`src/rtl/glb_pe_feeder.sv`:
```
// glb_pe_feeder
//   Global-buffer-side transmitter for the PE load interface. One instance is
//   used per data class (weights or ifmap). On a start request it latches an
//   address range, pulses pe_start_load, and then streams GLB SRAM words from
//   start_addr up to (but excluding) end_addr onto the PE bus. The range wraps
//   modulo 2^ADDR_WIDTH. The stream is paced by pe_load_ready.
//
//   Optional build macro: GLB_FEEDER_SKID_EN
//     undefined : bus_valid is the read enable delayed by one cycle. A read
//                 already issued when ready falls is still delivered, giving a
//                 one-beat overshoot that the PE tolerates.
//     defined   : strict ready/valid. Returning SRAM words land in a 2-entry
//                 skid FIFO, and the bus is driven from the FIFO head.
//
//   Ports
//     clk, rst_n           clock, asynchronous active-low reset
//     start                one-cycle burst request (honoured only in IDLE)
//     start_addr/end_addr  burst range [start_addr, end_addr)
//     target_id            bus ID presented for the whole burst
//     full_column          value driven on pe_load_full_column
//     pe_load_ready        PE can accept data
//     glb_rd_en/addr/data  synchronous-read SRAM port (data one cycle after en)
//     pe_start_load        one-cycle pulse ahead of the burst
//     pe_load_full_column  latched full_column, held while busy
//     bus_id/data/valid    PE bus
//     busy                 high from START through DONE
//     done                 one-cycle completion pulse
//     beat_cnt             beats delivered in the current or last burst
module glb_pe_feeder #(
  parameter int DATA_WIDTH = 16,
  parameter int ADDR_WIDTH = 7,
  parameter int ID_WIDTH   = 8
) (
  input  logic                  clk,
  input  logic                  rst_n,
  input  logic                  start,
  input  logic [ADDR_WIDTH-1:0] start_addr,
  input  logic [ADDR_WIDTH-1:0] end_addr,
  input  logic [ID_WIDTH-1:0]   target_id,
  input  logic                  full_column,
  input  logic                  pe_load_ready,
  input  logic [DATA_WIDTH-1:0] glb_rd_data,
  output logic                  glb_rd_en,
  output logic [ADDR_WIDTH-1:0] glb_rd_addr,
  output logic                  pe_start_load,
  output logic                  pe_load_full_column,
  output logic [ID_WIDTH-1:0]   bus_id,
  output logic [DATA_WIDTH-1:0] bus_data,
  output logic                  bus_valid,
  output logic                  busy,
  output logic                  done,
  output logic [ADDR_WIDTH:0]   beat_cnt
);

  typedef enum logic [2:0] {
    S_IDLE,
    S_START,
    S_STREAM,
    S_DRAIN,
    S_DONE
  } state_t;

  state_t                state_q, state_d;
  logic [ADDR_WIDTH-1:0] addr_q;
  logic [ADDR_WIDTH-1:0] end_q;
  logic [ID_WIDTH-1:0]   id_q;
  logic                  fc_q;
  logic [ADDR_WIDTH:0]   cnt_q;

  logic                  more;       // addresses left in the range
  logic                  rd_go;      // read issued this cycle
  logic                  rd_vld_p1;  // read issued last cycle; SRAM data valid now
  logic                  beat;       // a beat is on the bus this cycle
  logic                  drain_ok;   // nothing left in flight or buffered

  assign more = (addr_q != end_q);

`ifdef GLB_FEEDER_SKID_EN
  logic [DATA_WIDTH-1:0] skid_mem [2];
  logic                  wr_ptr_q, rd_ptr_q;
  logic [1:0]            occ_q;
  logic [1:0]            pend;
  logic                  push, pop;

  // Occupancy plus in-flight read bounded to 2, so a push never finds the FIFO full.
  assign pend     = occ_q + {1'b0, rd_vld_p1};
  assign rd_go    = (state_q == S_STREAM) && more && (pend < 2'd2);
  assign push     = rd_vld_p1;
  assign pop      = (occ_q != 2'd0) && pe_load_ready;
  assign beat     = pop;
  assign drain_ok = !rd_vld_p1 && (occ_q == 2'd0);
  assign bus_data = pop ? skid_mem[rd_ptr_q] : '0;

  always_ff @(posedge clk or negedge rst_n) begin
    if (!rst_n) begin
      wr_ptr_q <= 1'b0;
      rd_ptr_q <= 1'b0;
      occ_q    <= 2'd0;
    end else begin
      if (push) wr_ptr_q <= ~wr_ptr_q;
      if (pop)  rd_ptr_q <= ~rd_ptr_q;
      case ({push, pop})
        2'b10:   occ_q <= occ_q + 2'd1;
        2'b01:   occ_q <= occ_q - 2'd1;
        default: occ_q <= occ_q;
      endcase
    end
  end

  // FIFO storage is data only; the pointers and occupancy qualify it.
  always_ff @(posedge clk) begin
    if (push) skid_mem[wr_ptr_q] <= glb_rd_data;
  end
`else
  assign rd_go    = (state_q == S_STREAM) && more && pe_load_ready;
  assign beat     = rd_vld_p1;
  assign drain_ok = !rd_vld_p1;
  assign bus_data = rd_vld_p1 ? glb_rd_data : '0;
`endif

  // ---- p0 -> p1: read issue to SRAM data return ----
  always_ff @(posedge clk or negedge rst_n) begin
    if (!rst_n) rd_vld_p1 <= 1'b0;
    else        rd_vld_p1 <= rd_go;
  end

  // State register and burst context
  always_ff @(posedge clk or negedge rst_n) begin
    if (!rst_n) begin
      state_q <= S_IDLE;
      addr_q  <= '0;
      end_q   <= '0;
      id_q    <= '0;
      fc_q    <= 1'b0;
      cnt_q   <= '0;
    end else begin
      state_q <= state_d;
      if (state_q == S_IDLE && start) begin
        addr_q <= start_addr;
        end_q  <= end_addr;
        id_q   <= target_id;
        fc_q   <= full_column;
      end else if (rd_go) begin
        addr_q <= addr_q + 1'b1;
      end
      if (state_q == S_START) cnt_q <= '0;
      else if (beat)          cnt_q <= cnt_q + 1'b1;
    end
  end

  // Next state and state-decoded outputs
  always_comb begin
    state_d             = state_q;
    pe_start_load       = 1'b0;
    busy                = 1'b1;
    done                = 1'b0;
    bus_id              = id_q;
    pe_load_full_column = fc_q;
    case (state_q)
      S_IDLE: begin
        busy                = 1'b0;
        bus_id              = '0;
        pe_load_full_column = 1'b0;
        if (start) state_d = S_START;
      end
      S_START: begin
        pe_start_load = 1'b1;
        state_d       = S_STREAM;
      end
      S_STREAM: begin
        if (!more) state_d = S_DRAIN;
      end
      S_DRAIN: begin
        if (drain_ok) state_d = S_DONE;
      end
      S_DONE: begin
        done    = 1'b1;
        state_d = S_IDLE;
      end
      default: state_d = S_IDLE;
    endcase
  end

  assign glb_rd_en   = rd_go;
  assign glb_rd_addr = addr_q;
  assign bus_valid   = beat;
  assign beat_cnt    = cnt_q;

endmodule

```
`config.mk`:
```
export PLATFORM = sky130hd
export DESIGN_NAME = glb_pe_feeder
export DESIGN_NICKNAME = d
export VERILOG_FILES = /design/src/rtl/glb_pe_feeder.sv
export SDC_FILE = /design/constraint.sdc
export NUM_CORES = 1
export LEC_CHECK = 0
export CORE_ASPECT_RATIO = 0.75
export CORE_UTILIZATION = 40
export CTS_CLUSTER_DIAMETER = 50
export DETAILED_ROUTE_END_ITERATION = 12
export PLACE_DENSITY = 0.85
export SYNTH_ARGS = -nofsm -noshare
export SYNTH_HDL_FRONTEND = slang
export SYNTH_SLANG_ARGS = --single-unit
```
`constraint.sdc`:
```
create_clock -name clk -period 2.35 [get_ports clk]
set_clock_uncertainty 0.15 [all_clocks]
set_input_delay 0.235 -clock clk [delete_from_list [all_inputs] [get_ports clk]]
set_output_delay 0.235 -clock clk [all_outputs]
set_load 0.01 [all_outputs]
```
## Yosys cells after proc, flatten, opt, wreduce, memory -nomap -nowiden

Index checks and enable logic that the tools add are counted.

| storage, ports and cells | value |
|---|---|
| flip-flop bits (word level) | 35 |
| latch bits | 0 |
| RAM bits | 0 |
| ROM bits | 0 |
| bits of input ports | 43 |
| output and inout bits | 45 |
| logic and storage cells | 38 |
| memories kept | 0 |

| cells by class | value |
|---|---|
| add/sub/neg operators | 2 |
| multiply operators | 0 |
| divide/modulo/power cells | 0 |
| $lt $le $gt $ge | 0 |
| equal/unequal tests | 8 |
| shifts and indexed selects | 0 |
| muxes and demuxes | 14 |
| bitwise logic cells | 0 |
| reduce and logical (&&, ||, !) cells | 7 |

Operator list:

| kind | count |
|---|---|
| $mux 8 | 3 |
| $mux 16 | 1 |
| $mux 7 | 2 |
| $pmux 3 s4 | 1 |
| $mux 3 | 3 |
| $add 8x1->8 const B | 1 |
| $add 7x1->7 const B | 1 |
| $ne 7x7->1 | 1 |
| $eq 3x2->1 const B | 2 |
| $ne 2x2->1 const B | 3 |
| $mux 1 | 4 |
| $reduce_bool 2->1 | 2 |
| $eq 3x1->1 const B | 1 |
| $eq 3x3->1 const B | 1 |
| $logic_and 1x1->1 | 3 |
| $logic_not 3->1 | 1 |
| $reduce_and 3->1 | 1 |

## Logic depth before layout (Yosys ltp)

| logic depth | value |
|---|---|
| depth after elaboration | 5 |
| mapped depth | 6 |
| gate-level depth less buffers | 5 |

## Worst setup path after synthesis

OpenSTA, ideal clock, no wires.

| timing | value |
|---|---|
| kind | reg-to-reg |
| from | register addr_q[4] (netlist: glb_rd_addr[4]) |
| to | register addr_q[1] (netlist: glb_rd_addr[1]) |
| library setup time | 0.137 ns |
| arrival time | 1.643 ns |
| required time | 2.063 ns |
| slack | 0.420 ns |
| stages on the path, launching flop included | 6 |
| clock period less this slack | 1.930 ns |
| cells stage by stage | dfrtp_1 xor2_1 nor3_1 a21oi_2 mux2i_1 a21oi_1 |

| between the ends | value |
|---|---|
| longest elaborated chain between the ends | 4 |

RTL lines:

| element | RTL line | source |
|---|---|---|
| from (decl) | 64 | `logic [ADDR_WIDTH-1:0] addr_q;` |
| from (signal assigned) | 139 | `addr_q <= start_addr;` |
| from (signal assigned) | 144 | `addr_q <= addr_q + 1'b1;` |
| $ne 7x7->1 | 76 | `assign more = (addr_q != end_q);` |
| $logic_and 1x1->1 (2 in series) | 115 | `assign rd_go = (state_q == S_STREAM) && more && pe_load_ready;` |
| named net glb_rd_en | 43 | `output logic glb_rd_en,` |
| $reduce_bool 2->1 (no line) | -- |  |

The timed path passes the listed nets, and every way through them passes these cells.
A chain may end at the register's enable or synchronous reset.

## Final worst setup path

| timing | value |
|---|---|
| from | register state_q[0] |
| to | output port bus_id[5] |

| between the ends | value |
|---|---|
| longest elaborated chain between the ends | 2 |

RTL lines:

| element | RTL line | source |
|---|---|---|
| from (decl) | 63 | `state_t state_q, state_d;` |
| from (signal assigned) | 137 | `state_q <= state_d;` |
| $logic_not 3->1 | 159 | `case (state_q)` |
| $mux 8 | 159 |  |
| to (decl) | 47 | `output logic [ID_WIDTH-1:0] bus_id,` |

Every way passes these cells.

==> impl_metrics.yaml <==
outcome:
  status: "complete, no violations"
clocking:
  htreeDepth: 2
  clock-sinks: 35
  cts_tree: "yes"
  clkLatencyLatePin_ns: 0.28
  cts_root_buf: "clkbuf_8"
  path_clk_slew_ns: 0.06
  cts_setup_buffers: 0
  clockBufferDepth: 2
  cts_buffers: 5
setup_path:
  r2r_cells: 6
  path_class: "flip-flop to output port"
  critPathTopFamily: "buffers and inverters"
  cp_max_fo: 10
  startpoint_type: "flip-flop"
  rrSetupSlack_ns: 0.43
  path_cells: "nor3_1 -> buf_4 -> nor2b_1 -> clkdlybuf4s50_1"
  r2r_end: "glb_rd_addr[6]"
  arrival_ns: 1.77
  path_buf_inv: 2
  worstPathRequired_ns: 1.97
  endpoint_kind: "output port"
  cpMaxStageDelayCell: "clkdlybuf4s50_1"
  r2r_start: "glb_rd_addr[0]"
  cpPeakStageDelay_ns: 0.48
timing:
  fin_crit_ns: 2.16
  setup_tns_ns: 0
  worst_pin_slew_ns: 0.765
  period_share_pct: 91.8
  clock.fmax_mhz: 463
  finalSetupViolCount: 0
  rsz0062_at_grt: "false"
  final_max_slew_viol_count: 0
  relSlewSlack_pct: 49.0
  finalHoldViolations: 0
layout:
  fillers: 337
  drive_above_1_share_pct: 13.0
  fin_area_sq_um: 2840
  final_core_util_pct: 68.0
  stdcell_count: 317
  multiInputGateArea_sq_um: 867
  antennaDiodeCount: 0
  syn_to_final_growth_pct: 57.8
  layout.nets: 306
  seq_area_sq_um: 878
power:
  powerDensity_nw_per_um2: 1150
  p_switching_mw: 1.18
  swShare_pct: 36.1
  power_frac_seq_pct: 35.1
  power_frac_comb_pct: 52.4
  total_power_mw: 3.27
  p_int_mw: 2.09
  p_leak_nw: 1.16
  power_frac_clock_pct: 12.5
  peakVddDrop_v: 0.000593
global_route:
  grt_pass1_wl_um: 7210
  grt_max_degree: 36
  grt_usage_pct: 20.0
  grt-ovfl-total: 0
  grt_pass1_vias: 1570
  antenna_found_initial: 0
detailed_routing:
  vias: 1568
  drc: 0
  ant_nets: 0
  totalWireLength_um: 4140
  dr.first_iter.drc_count: 85
  wl_per_cell_um: 13.1
  vias_per_cell: 4.95
  firstDrtPassIters: 4
die:
  core-area_sq_um: 4180
  die_w_um: 79.5
  die_area_sq_um: 4780
  die_h_um: 60.1
  row_count: 20
  start_util_pct: 43.1
  ioPinCount: 88
synthesis:
  syn_nets: 213
  synth_warnings: 0
  avgSynthCellArea_sq_um: 10.7
  synth_area_sq_um: 1800
  yosysUniqueCellTypes: 30
  synth_edf_count: 0
  synthCells: 168
  synth_flop_cell: "dfrtp_1"
  synth_seq_area_share_pct: 48.6
  async_flop_share_pct: 100
  ys_ff_latch: 35
flow_run:
  maxCapViolCount: 0
place:
  place_congestion: 0.866
  io_buffers: 87
  hpwl_um: 3140
  placed_area_sq_um: 2750
  dp.cells: 308
worst_hold_path:
  hold-path-endpoint: "id_q[0]"
  hold_depth: 1
  hp-class: "flip-flop to flip-flop"
  min_from: "id_q[0]"
## synthesized netlist by cell type (all sizes together) (3+ instances only)
library cell  number  area, sq um
a2111oi            3         35.0
a21oi             11         58.8
and2              16          100
clkbuf             7         36.3
dfrtp             35          876
inv                3         11.3
mux2              16          180
nand2              6         22.5
nand3              5         25.0
nand4              3         18.8
nor2              15         56.3
nor2b              9         56.3
o21ai              3         15.0
xnor2              7         61.3
xor2              11         96.3
## area by class of cell
type	count	share of cell area, %
clock buffers	7	2.68
clock inverters	1	0.176
inverters	3	0.396
well taps	55	2.42
flip-flops and latches	35	30.9
multi-input cells	122	30.5
repair buffers	94	32.9
## sequential cells by signal (all words and copies together), names as in the netlist
name / count
beat_cnt: 8
glb_rd_addr: 7
fc_q: 1
state_q: 3
id_q: 8
bus_valid: 1
end_q: 7
## worst max path at each step
stage                         startpoint             end  slack (ns)  cells past startpoint
after floorplan           glb_rd_addr[4]  glb_rd_addr[1]        0.42                      5
after global placement     pe_load_ready       glb_rd_en        0.32                      4
after detailed placement   pe_load_ready       glb_rd_en        0.32                      4
after CTS                 glb_rd_addr[3]       glb_rd_en        0.08                      4
after global routing          state_q[0]       bus_id[3]        0.05                      4
final                         state_q[0]       bus_id[5]        0.19                      4
## through the flow
stage               setup WS [ns]  hold WS, ns
floorplan                   0.420       -0.211
global placement            0.323        0.203
detailed placement          0.320        0.208
CTS                        0.0759        0.355
global route               0.0460        0.371
finish                      0.192        0.352
## cells by family (layout without fill, tap and decap cells)
kind of cell	count (synthesis)	after routing	share of synthesized area, %
simple gates	64	64	19.5
flops	35	35	48.6
compound gates	20	20	7.36
xor+xnor	18	18	8.75
mux	18	18	11.1
buf+inv	11	105	3.26
fa+ha+maj	2	2	1.39
## worst register-to-register path: stages, from the launching register on
cell and delay (ns):
dfrtp_2 0.45, xor2_1 0.23, nor4_2 0.09, buf_4 0.16, a2111oi_1 0.47, xnor2_1 0.17
a21oi_1 0.08
## per-layer routing
layer | share of wire (%) | up-vias | global-route usage [%] | wire length (um)
li1 | - | 763 | - | -
met1 | 46 | 749 | 25.7 | 1900
met2 | 46 | 51 | 32.7 | 1920
met3 | 6.7 | 5 | 5.80 | 276
met4 | 0.87 | 0 | 6.23 | 36
met5 | 0 | - | 0 | 0
## cell usage in the layout, fill, tap and decap left out, types with 6 or more instances in the layout
| cell | synthesis | routed |
|---|---|---|
| nand2_1 | 6 | 6 |
| dfrtp_1 | 35 | 33 |
| clkdlybuf4s50_1 | 0 | 85 |
| xor2_1 | 11 | 11 |
| a21oi_1 | 10 | 10 |
| mux2_2 | 16 | 16 |
| and2_1 | 16 | 16 |
| nor2_1 | 15 | 15 |
| xnor2_1 | 7 | 7 |
| nor2b_1 | 9 | 9 |
## power groups by stage
stage          registers (mW)  clock network, mW  logic [mW]
6_report                 1.15              0.409        1.71
5_1_grt                  1.20              0.450        1.88
4_1_cts                  1.14              0.425        1.73
3_5_place_dp             1.15                  0        1.72
3_3_place_gp             1.14                  0        1.69
2_1_floorplan            1.09                  0       0.961
## repair_timing
item,CTS,global route
resized for setup,0,3
hold buffers,1,0
endpoints found under the setup margin,0,9
hold endpoints to repair,35,0
No activity file was read; power rests on OpenSTA's default activity.
